## config.mk

```make
export PLATFORM = sky130hd
export DESIGN_NAME = subtree_rr_scheduler
export DESIGN_NICKNAME = d
export VERILOG_FILES = /design/src/rtl/subtree_rr_scheduler.sv
export SDC_FILE = /design/constraint.sdc
export NUM_CORES = 1
export LEC_CHECK = 0
export CAP_MARGIN = 20
export CELL_PAD_IN_SITES_DETAIL_PLACEMENT = 0
export CELL_PAD_IN_SITES_GLOBAL_PLACEMENT = 2
export CORE_MARGIN = 5
export CORE_UTILIZATION = 30
export CTS_CLUSTER_DIAMETER = 80
export DETAILED_ROUTE_END_ITERATION = 16
export PLACE_DENSITY = 0.69
export SLEW_MARGIN = 20
export SYNTH_ARGS = -nofsm -noshare
export SYNTH_HDL_FRONTEND = slang
export SYNTH_SLANG_ARGS = --single-unit
```

## constraint.sdc

```tcl
create_clock -name clk -period 20.4 [get_ports clk]
set_clock_uncertainty 0.1 [all_clocks]
set_input_delay 4.08 -clock clk [delete_from_list [all_inputs] [get_ports clk]]
set_output_delay 4.08 -clock clk [all_outputs]
set_load 0.1 [all_outputs]
```

## src/rtl/subtree_rr_scheduler.sv

```systemverilog
// subtree_rr_scheduler: round-robin one-hot grant of a shared activation slot among NUM_CHILD children.
// Optional grant watchdog is compiled in when SCHED_WDOG_EN is defined.
module subtree_rr_scheduler #(
  parameter int NUM_CHILD   = 5,
  parameter int IDX_W       = 3,
  parameter int TIMEOUT_CYC = 16
) (
  input  logic                 clk,
  input  logic                 rst_n,
  input  logic [NUM_CHILD-1:0] req,
  input  logic [NUM_CHILD-1:0] done,
  output logic [NUM_CHILD-1:0] grant,
  output logic [IDX_W-1:0]     grant_idx,
  output logic                 busy,
  output logic                 timeout_pulse
);

  localparam int unsigned NC = NUM_CHILD;

  typedef enum logic [1:0] {
    S_IDLE    = 2'd0,
    S_GRANT   = 2'd1,
    S_RELEASE = 2'd2
  } state_t;

  state_t               r_state, w_state_nxt;
  logic [NUM_CHILD-1:0] r_grant, w_grant_nxt;
  logic [IDX_W-1:0]     r_idx, w_idx_nxt;
  logic [IDX_W-1:0]     r_ptr, w_ptr_nxt;
  logic                 r_busy, w_busy_nxt;

  logic                 w_found;
  logic [IDX_W-1:0]     w_win;
  logic [NUM_CHILD-1:0] w_win_oh;
  logic [IDX_W-1:0]     w_win_inc;
  logic                 w_done_hit;

`ifdef SCHED_WDOG_EN
  localparam int HOLD_W = $clog2(TIMEOUT_CYC) + 1;
  logic [HOLD_W-1:0]    r_hold, w_hold_nxt;
  logic                 r_tpulse, w_tpulse_nxt;
`endif

  // Winner is the requester with the smallest rotational distance from r_ptr.
  always_comb begin
    int unsigned p;
    int unsigned d;
    int unsigned best;
    w_found  = 1'b0;
    w_win    = '0;
    w_win_oh = '0;
    p        = 32'(r_ptr);
    d        = 0;
    best     = 0;
    for (int unsigned i = 0; i < NC; i++) begin
      d = (i >= p) ? (i - p) : (i + NC - p);
      if (req[i] && (!w_found || d < best)) begin
        w_found     = 1'b1;
        best        = d;
        w_win       = IDX_W'(i);
        w_win_oh    = '0;
        w_win_oh[i] = 1'b1;
      end
    end
  end

  assign w_win_inc  = (w_win == IDX_W'(NUM_CHILD - 1)) ? '0 : w_win + IDX_W'(1);
  assign w_done_hit = |(done & r_grant);

  always_comb begin
    w_state_nxt  = r_state;
    w_grant_nxt  = r_grant;
    w_idx_nxt    = r_idx;
    w_ptr_nxt    = r_ptr;
    w_busy_nxt   = r_busy;
`ifdef SCHED_WDOG_EN
    w_hold_nxt   = r_hold;
    w_tpulse_nxt = 1'b0;
`endif
    case (r_state)
      S_GRANT: begin
        if (w_done_hit) begin
          w_state_nxt = S_RELEASE;
          w_grant_nxt = '0;
          w_busy_nxt  = 1'b0;
        end
`ifdef SCHED_WDOG_EN
        else if (r_hold == HOLD_W'(TIMEOUT_CYC - 1)) begin
          w_state_nxt  = S_RELEASE;
          w_grant_nxt  = '0;
          w_busy_nxt   = 1'b0;
          w_tpulse_nxt = 1'b1;
        end else begin
          w_hold_nxt = r_hold + HOLD_W'(1);
        end
`endif
      end
      default: begin
        w_state_nxt = S_IDLE;
        w_grant_nxt = '0;
        w_busy_nxt  = 1'b0;
        if (w_found) begin
          w_state_nxt = S_GRANT;
          w_grant_nxt = w_win_oh;
          w_idx_nxt   = w_win;
          w_busy_nxt  = 1'b1;
          w_ptr_nxt   = w_win_inc;
`ifdef SCHED_WDOG_EN
          w_hold_nxt  = '0;
`endif
        end
      end
    endcase
  end

  always_ff @(posedge clk or negedge rst_n) begin
    if (!rst_n) begin
      r_state  <= S_IDLE;
      r_grant  <= '0;
      r_idx    <= '0;
      r_ptr    <= '0;
      r_busy   <= 1'b0;
`ifdef SCHED_WDOG_EN
      r_hold   <= '0;
      r_tpulse <= 1'b0;
`endif
    end else begin
      r_state  <= w_state_nxt;
      r_grant  <= w_grant_nxt;
      r_idx    <= w_idx_nxt;
      r_ptr    <= w_ptr_nxt;
      r_busy   <= w_busy_nxt;
`ifdef SCHED_WDOG_EN
      r_hold   <= w_hold_nxt;
      r_tpulse <= w_tpulse_nxt;
`endif
    end
  end

  assign grant     = r_grant;
  assign grant_idx = r_idx;
  assign busy      = r_busy;
`ifdef SCHED_WDOG_EN
  assign timeout_pulse = r_tpulse;
`else
  assign timeout_pulse = 1'b0;
`endif

endmodule

```

==> results of run 1 <==
synthesized netlist by cell type (all sizes together) (7+ instances only):
master  count  area, µm²
buf         8       63.8
nand2      22       85.1
o31ai       7       72.6
o21ai       9       52.6
ha         27        338
a21oi       7       35.0
nor2       11       41.3
dfrtp      13        325
mux2i      10        113
inv        18       67.6
final timing paths:
check / end / slack [ps] / cells past startpoint
min reg2reg: grant_idx[0]$_DFFE_PN0P_ / 380 / 2
min in group asynchronous: grant_idx[1]$_DFFE_PN0P_ / 4110 / 1
max: r_ptr[1]$_DFFE_PN0P_ / 7980 / 34
max in group asynchronous: grant[1]$_DFFE_PN0P_ / 15720 / 1
min: grant_idx[0]$_DFFE_PN0P_ / 380 / 2
max reg2reg: r_ptr[1]$_DFFE_PN0P_ / 11100 / 37
power groups by stage:
stage          Clock [mW]  Combinational [mW]  Sequential, mW
6_report           0.0225             0.00960          0.0258
5_1_grt            0.0246              0.0107          0.0258
4_1_cts            0.0232             0.00980          0.0258
3_5_place_dp            0             0.00975          0.0263
3_3_place_gp            0             0.00982          0.0263
2_1_floorplan           0             0.00583          0.0263
state kept, by name, summed over array words and instances, names as in the netlist:
signal,cells
r_ptr,3
r_state,2
grant_idx,3
grant,5
worst max-delay path, delay by kind of cell:
family                     cells  cell delay, ps
muxes                          2             680
and+or+nand+nor                8            1740
AOI/OAI and AO/OA             15            3470
adders and majority gates      5            1470
buffers and inverters          4            1020
layout make-up:
type / count / area, µm² / share of cell area (%)
Clock buffer: 4 / 45.0 / 2.16
Tap cell: 75 / 93.8 / 4.50
Sequential cell: 13 / 325 / 15.6
Multi-Input combinational cell: 169 / 1350 / 64.5
Inverter: 18 / 67.6 / 3.24
Timing Repair Buffer: 21 / 208 / 9.96
metal layers:
layer / vias to the layer above / global-route usage [%] / routed length, µm
li1: 802 / - / -
met1: 697 / 18.0 / 2350
met2: 10 / 20.1 / 2000
met3: 4 / 0.847 / 42
met4: 0 / 2.51 / 40
met5: - / 0 / 0
metrics by stage:
stage / cells / setup WS, ps / cell area (µm²)
after global placement: 296 / 7720 / 2040
after global routing: 300 / 7200 / 2080
final: 300 / 7980 / 2080
after floorplan: 210 / 9440 / 1800
after CTS: 300 / 7880 / 2080
after detailed placement: 296 / 7650 / 2040
placed cells by master (no fill, tap or decap), types with 2 or more instances in the layout:
| cell type | instances |
|---|---|
| nor2b_1 | 4 |
| xnor2_1 | 2 |
| mux2i_1 | 9 |
| o41ai_1 | 3 |
| inv_1 | 18 |
| a211oi_1 | 5 |
| o31ai_2 | 5 |
| o21ai_2 | 2 |
| nand2_1 | 21 |
| clkdlybuf4s50_1 | 20 |
| a22o_1 | 2 |
| and3_1 | 6 |
| o211ai_1 | 5 |
| mux2_2 | 5 |
| o22ai_1 | 3 |
| dfrtp_1 | 13 |
| a21o_1 | 3 |
| o31ai_1 | 2 |
| and2_1 | 3 |
| o21ai_0 | 7 |
| a21oi_1 | 7 |
| nand2b_1 | 4 |
| o21a_1 | 6 |
| nor2_1 | 11 |
| clkbuf_8 | 3 |
| ha_1 | 27 |
| or2_2 | 3 |
kinds of logic (layout without fill, tap and decap cells):
| logic type | count (synthesis) | after routing | synth area share [%] |
|---|---|---|---|
| mux | 16 | 16 | 9.99 |
| flops | 13 | 13 | 18.0 |
| fa+ha+maj | 27 | 27 | 18.7 |
| xor+xnor | 3 | 3 | 1.46 |
| compound gates | 63 | 63 | 26.9 |
| buf+inv | 28 | 43 | 7.70 |
| simple gates | 59 | 59 | 17.0 |
| other cells | 1 | 1 | 0.208 |
==> flow_results.xml, run 1 <==
<?xml version="1.0" encoding="UTF-8"?>
<metrics>
  <group name="status">
    <metric name="status" unit="">finished clean</metric>
  </group>
  <group name="timing">
    <metric name="final_number_of_max_transition_violations" unit="">0</metric>
    <metric name="fmaxAchievable" unit="MHz">80.5</metric>
    <metric name="hold_viol_final" unit="">0</metric>
    <metric name="worst_tran_pin_value" unit="ps">974</metric>
    <metric name="slew_headroom" unit="%">34.9</metric>
    <metric name="holdWs" unit="ps">377</metric>
    <metric name="final.period_utilization" unit="%">60.9</metric>
    <metric name="setup_tns" unit="ps">0</metric>
    <metric name="finalSetupViolations" unit="">0</metric>
    <metric name="timing.final.crit_period" unit="ps">12420</metric>
    <metric name="rsz0062_at_grt" unit="">false</metric>
  </group>
  <group name="route">
    <metric name="iteration_0_drc_count_of_the_detailed_router" unit="">62</metric>
    <metric name="detailedRoute.firstPassIterationCount" unit="">4</metric>
    <metric name="detail_route.vias_per_cell" unit="">5.04</metric>
    <metric name="route.final.wire_length" unit="mm">4.43</metric>
    <metric name="wire_per_inst" unit="µm">14.8</metric>
    <metric name="drt_antenna_net_count" unit="">0</metric>
    <metric name="drc_errors" unit="">0</metric>
    <metric name="detailroute.via_count" unit="">1513</metric>
  </group>
  <group name="critical_path">
    <metric name="crit_required" unit="ps">20450</metric>
    <metric name="worstReg2RegStart" unit="">r_ptr[0]$_DFFE_PN0P_</metric>
    <metric name="worstSetupStartpointType" unit="">input port</metric>
    <metric name="critical_path.max_stage_delay" unit="ps">790</metric>
    <metric name="crit_path_slowest_cell" unit="">clkdlybuf4s50_1</metric>
    <metric name="critical_path.max_fanout" unit="">14</metric>
    <metric name="criticalPathCategory" unit="">input port to flop</metric>
    <metric name="critical_path.startpoint" unit="">req[0]</metric>
    <metric name="sort_of_element_at_the_end_of_the_critical_path" unit="">flop</metric>
    <metric name="crit_top_cell" unit="">ha_1</metric>
    <metric name="worstPathArrival" unit="ps">12470</metric>
  </group>
  <group name="finish">
    <metric name="count_of_inserted_antenna_diode_cells" unit="">0</metric>
    <metric name="fillerInstances" unit="">650</metric>
    <metric name="finalNetCount" unit="">265</metric>
    <metric name="synthToLayoutAreaGrowth" unit="%">15.5</metric>
    <metric name="finalCoreUtilization" unit="%">35.4</metric>
    <metric name="layout-drive-gt1-share" unit="%">11.6</metric>
  </group>
  <group name="floorplan">
    <metric name="floorplan.initialDensity" unit="%">30.7</metric>
    <metric name="fp.dieH" unit="µm">87.6</metric>
    <metric name="die_w" unit="µm">87.6</metric>
    <metric name="core_area" unit="mm²">0.00589</metric>
    <metric name="placement_rows" unit="">28</metric>
    <metric name="design.die.area" unit="mm²">0.00767</metric>
    <metric name="boundaryPins" unit="">22</metric>
  </group>
  <group name="logic_synthesis">
    <metric name="synthDistinctLibCells" unit="">53</metric>
    <metric name="mappedNetlistNets" unit="">249</metric>
    <metric name="yosys_warnings" unit="">0</metric>
    <metric name="synth_enable_flop_cells" unit="">0</metric>
    <metric name="ys_dominant_reg_cell" unit="">dfrtp_1</metric>
    <metric name="syn_area_per_cell" unit="µm²">8.59</metric>
    <metric name="synth_sequential_area_ratio" unit="%">18.0</metric>
    <metric name="ys_async_sr_fraction" unit="%">100</metric>
    <metric name="gate_count_of_the_mapped_netlist" unit="">210</metric>
    <metric name="post_synthesis_instance_area" unit="mm²">0.00180</metric>
    <metric name="synth_seq_cells" unit="">13</metric>
  </group>
  <group name="global_routing">
    <metric name="gr-total-overflow" unit="">0</metric>
    <metric name="grt_start_max_net_pins" unit="">16</metric>
    <metric name="antenna_found_initial" unit="">0</metric>
    <metric name="groute.usage.overall" unit="%">12.4</metric>
    <metric name="first_global_vias" unit="">1535</metric>
    <metric name="grt_pass1_wl" unit="mm">7.60</metric>
  </group>
  <group name="power">
    <metric name="internal_power" unit="mW">0.0436</metric>
    <metric name="clkPwrFrac" unit="%">38.8</metric>
    <metric name="switching_share" unit="%">24.7</metric>
    <metric name="power.net_switching" unit="mW">0.0143</metric>
    <metric name="vdd_ir_drop_max" unit="µV">22.7</metric>
    <metric name="combinationalPowerShare" unit="%">16.6</metric>
    <metric name="p_leak" unit="nW">0.889</metric>
    <metric name="report.power.total" unit="mW">0.0579</metric>
    <metric name="power_density" unit="mW/mm²">27.8</metric>
    <metric name="power.share.sequential" unit="%">44.6</metric>
  </group>
  <group name="placed_design">
    <metric name="placement.io_buffers" unit="">20</metric>
    <metric name="gp_congestion" unit="">0.828</metric>
    <metric name="place.detailed.hpwl" unit="mm">3.63</metric>
  </group>
  <group name="clock_tree">
    <metric name="cts_hold_buffers" unit="">0</metric>
    <metric name="worst_path_clk_slew" unit="ps">50</metric>
    <metric name="cts_resized" unit="">0</metric>
    <metric name="cts_root_buf" unit="">clkbuf_8</metric>
    <metric name="clock-sinks" unit="">13</metric>
    <metric name="ctsHtreeMaxLevel" unit="">1</metric>
    <metric name="buffer_depth_of_the_longest_clock_path" unit="">2</metric>
    <metric name="cts-buffers-inserted" unit="">3</metric>
    <metric name="post-cts-setup-buffer-count" unit="">0</metric>
    <metric name="clock_insertion_delay_worst_skew" unit="ps">240</metric>
    <metric name="cts_tree" unit="">yes</metric>
  </group>
  <group name="flow_run">
    <metric name="maxCapViolCount" unit="">0</metric>
  </group>
  <group name="worst_hold_path">
    <metric name="min_from" unit="">grant_idx[0]$_DFFE_PN0P_</metric>
    <metric name="worst_hold_path_type" unit="">flop to flop</metric>
  </group>
</metrics>
Power figures use the tool's default switching activity.
==> run 2: changes to the inputs <==
clock period = 12.48 ns   (was 20.4 ns; I/O delays follow)
==> flow_results.xml, run 2 (same netlist as run 1, synthesis figures left out) <==
<?xml version="1.0" encoding="UTF-8"?>
<metrics>
  <group name="clock_tree">
    <metric name="cts_resized" unit="">0</metric>
    <metric name="worst_path_clk_slew" unit="ps">60</metric>
    <metric name="cts-buffers-inserted" unit="">3</metric>
    <metric name="clock-sinks" unit="">13</metric>
    <metric name="cts_hold_buffers" unit="">0</metric>
    <metric name="buffer_depth_of_the_longest_clock_path" unit="">2</metric>
    <metric name="ctsHtreeMaxLevel" unit="">1</metric>
    <metric name="cts_root_buf" unit="">clkbuf_8</metric>
    <metric name="clock_insertion_delay_worst_skew" unit="ps">240</metric>
    <metric name="cts_tree" unit="">yes</metric>
    <metric name="post-cts-setup-buffer-count" unit="">0</metric>
  </group>
  <group name="floorplan">
    <metric name="placement_rows" unit="">28</metric>
    <metric name="die_w" unit="µm">87.6</metric>
    <metric name="fp.dieH" unit="µm">87.6</metric>
    <metric name="floorplan.initialDensity" unit="%">30.7</metric>
    <metric name="design.die.area" unit="mm²">0.00767</metric>
    <metric name="core_area" unit="mm²">0.00589</metric>
    <metric name="boundaryPins" unit="">22</metric>
  </group>
  <group name="placed_design">
    <metric name="dpl_cell_area" unit="mm²">0.00204</metric>
    <metric name="placement.io_buffers" unit="">20</metric>
    <metric name="place.detailed.hpwl" unit="mm">3.65</metric>
    <metric name="gp_congestion" unit="">0.768</metric>
  </group>
  <group name="critical_path">
    <metric name="critical_path.max_fanout" unit="">14</metric>
    <metric name="crit_required" unit="ps">12530</metric>
    <metric name="worstSetupStartpointType" unit="">input port</metric>
    <metric name="sort_of_element_at_the_end_of_the_critical_path" unit="">flop</metric>
    <metric name="crit_path_slowest_cell" unit="">clkdlybuf4s50_1</metric>
    <metric name="worstPathArrival" unit="ps">10900</metric>
    <metric name="criticalPathCategory" unit="">input port to flop</metric>
    <metric name="critical_path.max_stage_delay" unit="ps">790</metric>
    <metric name="crit_top_cell" unit="">ha_1</metric>
    <metric name="r2r_slack" unit="ps">3120</metric>
  </group>
  <group name="finish">
    <metric name="synthToLayoutAreaGrowth" unit="%">15.5</metric>
    <metric name="commonest_cells_after_routing_fill_and_taps_aside" unit="">ha_1, nand2_1, clkdlybuf4s50_1</metric>
    <metric name="max_ffs_per_register" unit="">5</metric>
    <metric name="count_of_inserted_antenna_diode_cells" unit="">0</metric>
    <metric name="layout-drive-gt1-share" unit="%">11.6</metric>
    <metric name="layout.cells.most_common" unit="">ha_1</metric>
    <metric name="design_area" unit="mm²">0.00208</metric>
    <metric name="finalNetCount" unit="">265</metric>
  </group>
  <group name="power">
    <metric name="power_density" unit="mW/mm²">45.7</metric>
    <metric name="report.power.total" unit="mW">0.0953</metric>
    <metric name="p_leak" unit="nW">0.889</metric>
    <metric name="vdd_ir_drop_max" unit="µV">45.8</metric>
  </group>
  <group name="route">
    <metric name="drt_antenna_net_count" unit="">0</metric>
    <metric name="route.final.wire_length" unit="mm">4.52</metric>
    <metric name="detail_route.vias_per_cell" unit="">5.20</metric>
    <metric name="drc_errors" unit="">0</metric>
    <metric name="wire_per_inst" unit="µm">15.1</metric>
    <metric name="detailroute.via_count" unit="">1560</metric>
    <metric name="detailedRoute.firstPassIterationCount" unit="">4</metric>
    <metric name="iteration_0_drc_count_of_the_detailed_router" unit="">62</metric>
  </group>
  <group name="timing">
    <metric name="final.period_utilization" unit="%">86.9</metric>
    <metric name="slew_headroom" unit="%">34.5</metric>
    <metric name="fmaxAchievable" unit="MHz">92.2</metric>
    <metric name="timing.final.crit_period" unit="ps">10850</metric>
    <metric name="finalSetupViolations" unit="">0</metric>
    <metric name="setup_tns" unit="ps">0</metric>
    <metric name="final_number_of_max_transition_violations" unit="">0</metric>
    <metric name="worst_tran_pin_value" unit="ps">980</metric>
    <metric name="hold_viol_final" unit="">0</metric>
    <metric name="rsz0062_at_grt" unit="">false</metric>
  </group>
  <group name="global_routing">
    <metric name="grt_start_max_net_pins" unit="">16</metric>
    <metric name="antenna_found_initial" unit="">0</metric>
    <metric name="groute.usage.overall" unit="%">12.4</metric>
    <metric name="grt_pass1_wl" unit="mm">7.60</metric>
    <metric name="first_global_vias" unit="">1547</metric>
    <metric name="gr-total-overflow" unit="">0</metric>
  </group>
  <group name="flow_run">
    <metric name="maxCapViolCount" unit="">0</metric>
  </group>
  <group name="status">
    <metric name="status" unit="">finished clean</metric>
  </group>
  <group name="worst_hold_path">
    <metric name="worst_hold_path_type" unit="">flop to flop</metric>
  </group>
</metrics>
## run 2: cell counts in the layout (fill, tap and decap cells not counted)
No cell type changed its count.
## run 2: critical path: cells and delay by family
family                   cells  cell delay (ps)
buffers and inverters        3              940
AO/OA/AOI/OAI               15             3500
adder cells (fa/ha/maj)      5             1490
AND/OR/NAND/NOR              8             1710
multiplexers                 2              740
## run 2: layout make-up
type / count / area [µm²]
flip-flops and latches: 13 / 325
inverters: 18 / 67.6
multi-input cells: 169 / 1350
clock buffers: 4 / 45.0
fillers: 628 / 3800
repair buffers: 21 / 208
well taps: 75 / 93.8
## run 2: metrics by stage
step / util (%) / cells / hold slack, ps / setup slack, ps
floorplan: - / 210 / 478 / 3100
global placement: 34.7 / 296 / 366 / 1360
detailed placement: 34.7 / 296 / 369 / 1340
CTS: 35.4 / 300 / 382 / 1560
global route: 35.4 / 300 / 412 / 893
finish: 35.4 / 300 / 374 / 1630
## run 2: worst paths after layout
check	start	to	cells past startpoint
setup / recovery	req[0]	r_ptr[1]$_DFFE_PN0P_	33
hold / removal	grant_idx[0]$_DFFE_PN0P_	grant_idx[0]$_DFFE_PN0P_	2
setup reg to reg	r_ptr[0]$_DFFE_PN0P_	r_ptr[1]$_DFFE_PN0P_	36
hold reg to reg	grant_idx[0]$_DFFE_PN0P_	grant_idx[0]$_DFFE_PN0P_	2
max in group asynchronous	rst_n	grant[3]$_DFFE_PN0P_	1
min in group asynchronous	rst_n	grant_idx[0]$_DFFE_PN0P_	1
## run 2: per-layer routing
layer | GRT usage, % | vias to the layer above | share of wire, %
met5 | 0 | - | 0
met4 | 4.32 | 0 | 2.0
met3 | 1.13 | 6 | 1.5
met2 | 20.5 | 17 | 47
met1 | 16.9 | 742 | 49
li1 | - | 795 | -
## run 2: where the power goes
group	switching (mW)	internal, mW	total (mW)
Combinational	0.00947	0.00661	0.0161
Sequential	0	0.0422	0.0422
Clock	0.0146	0.0225	0.0371
Total	0.0240	0.0713	0.0953
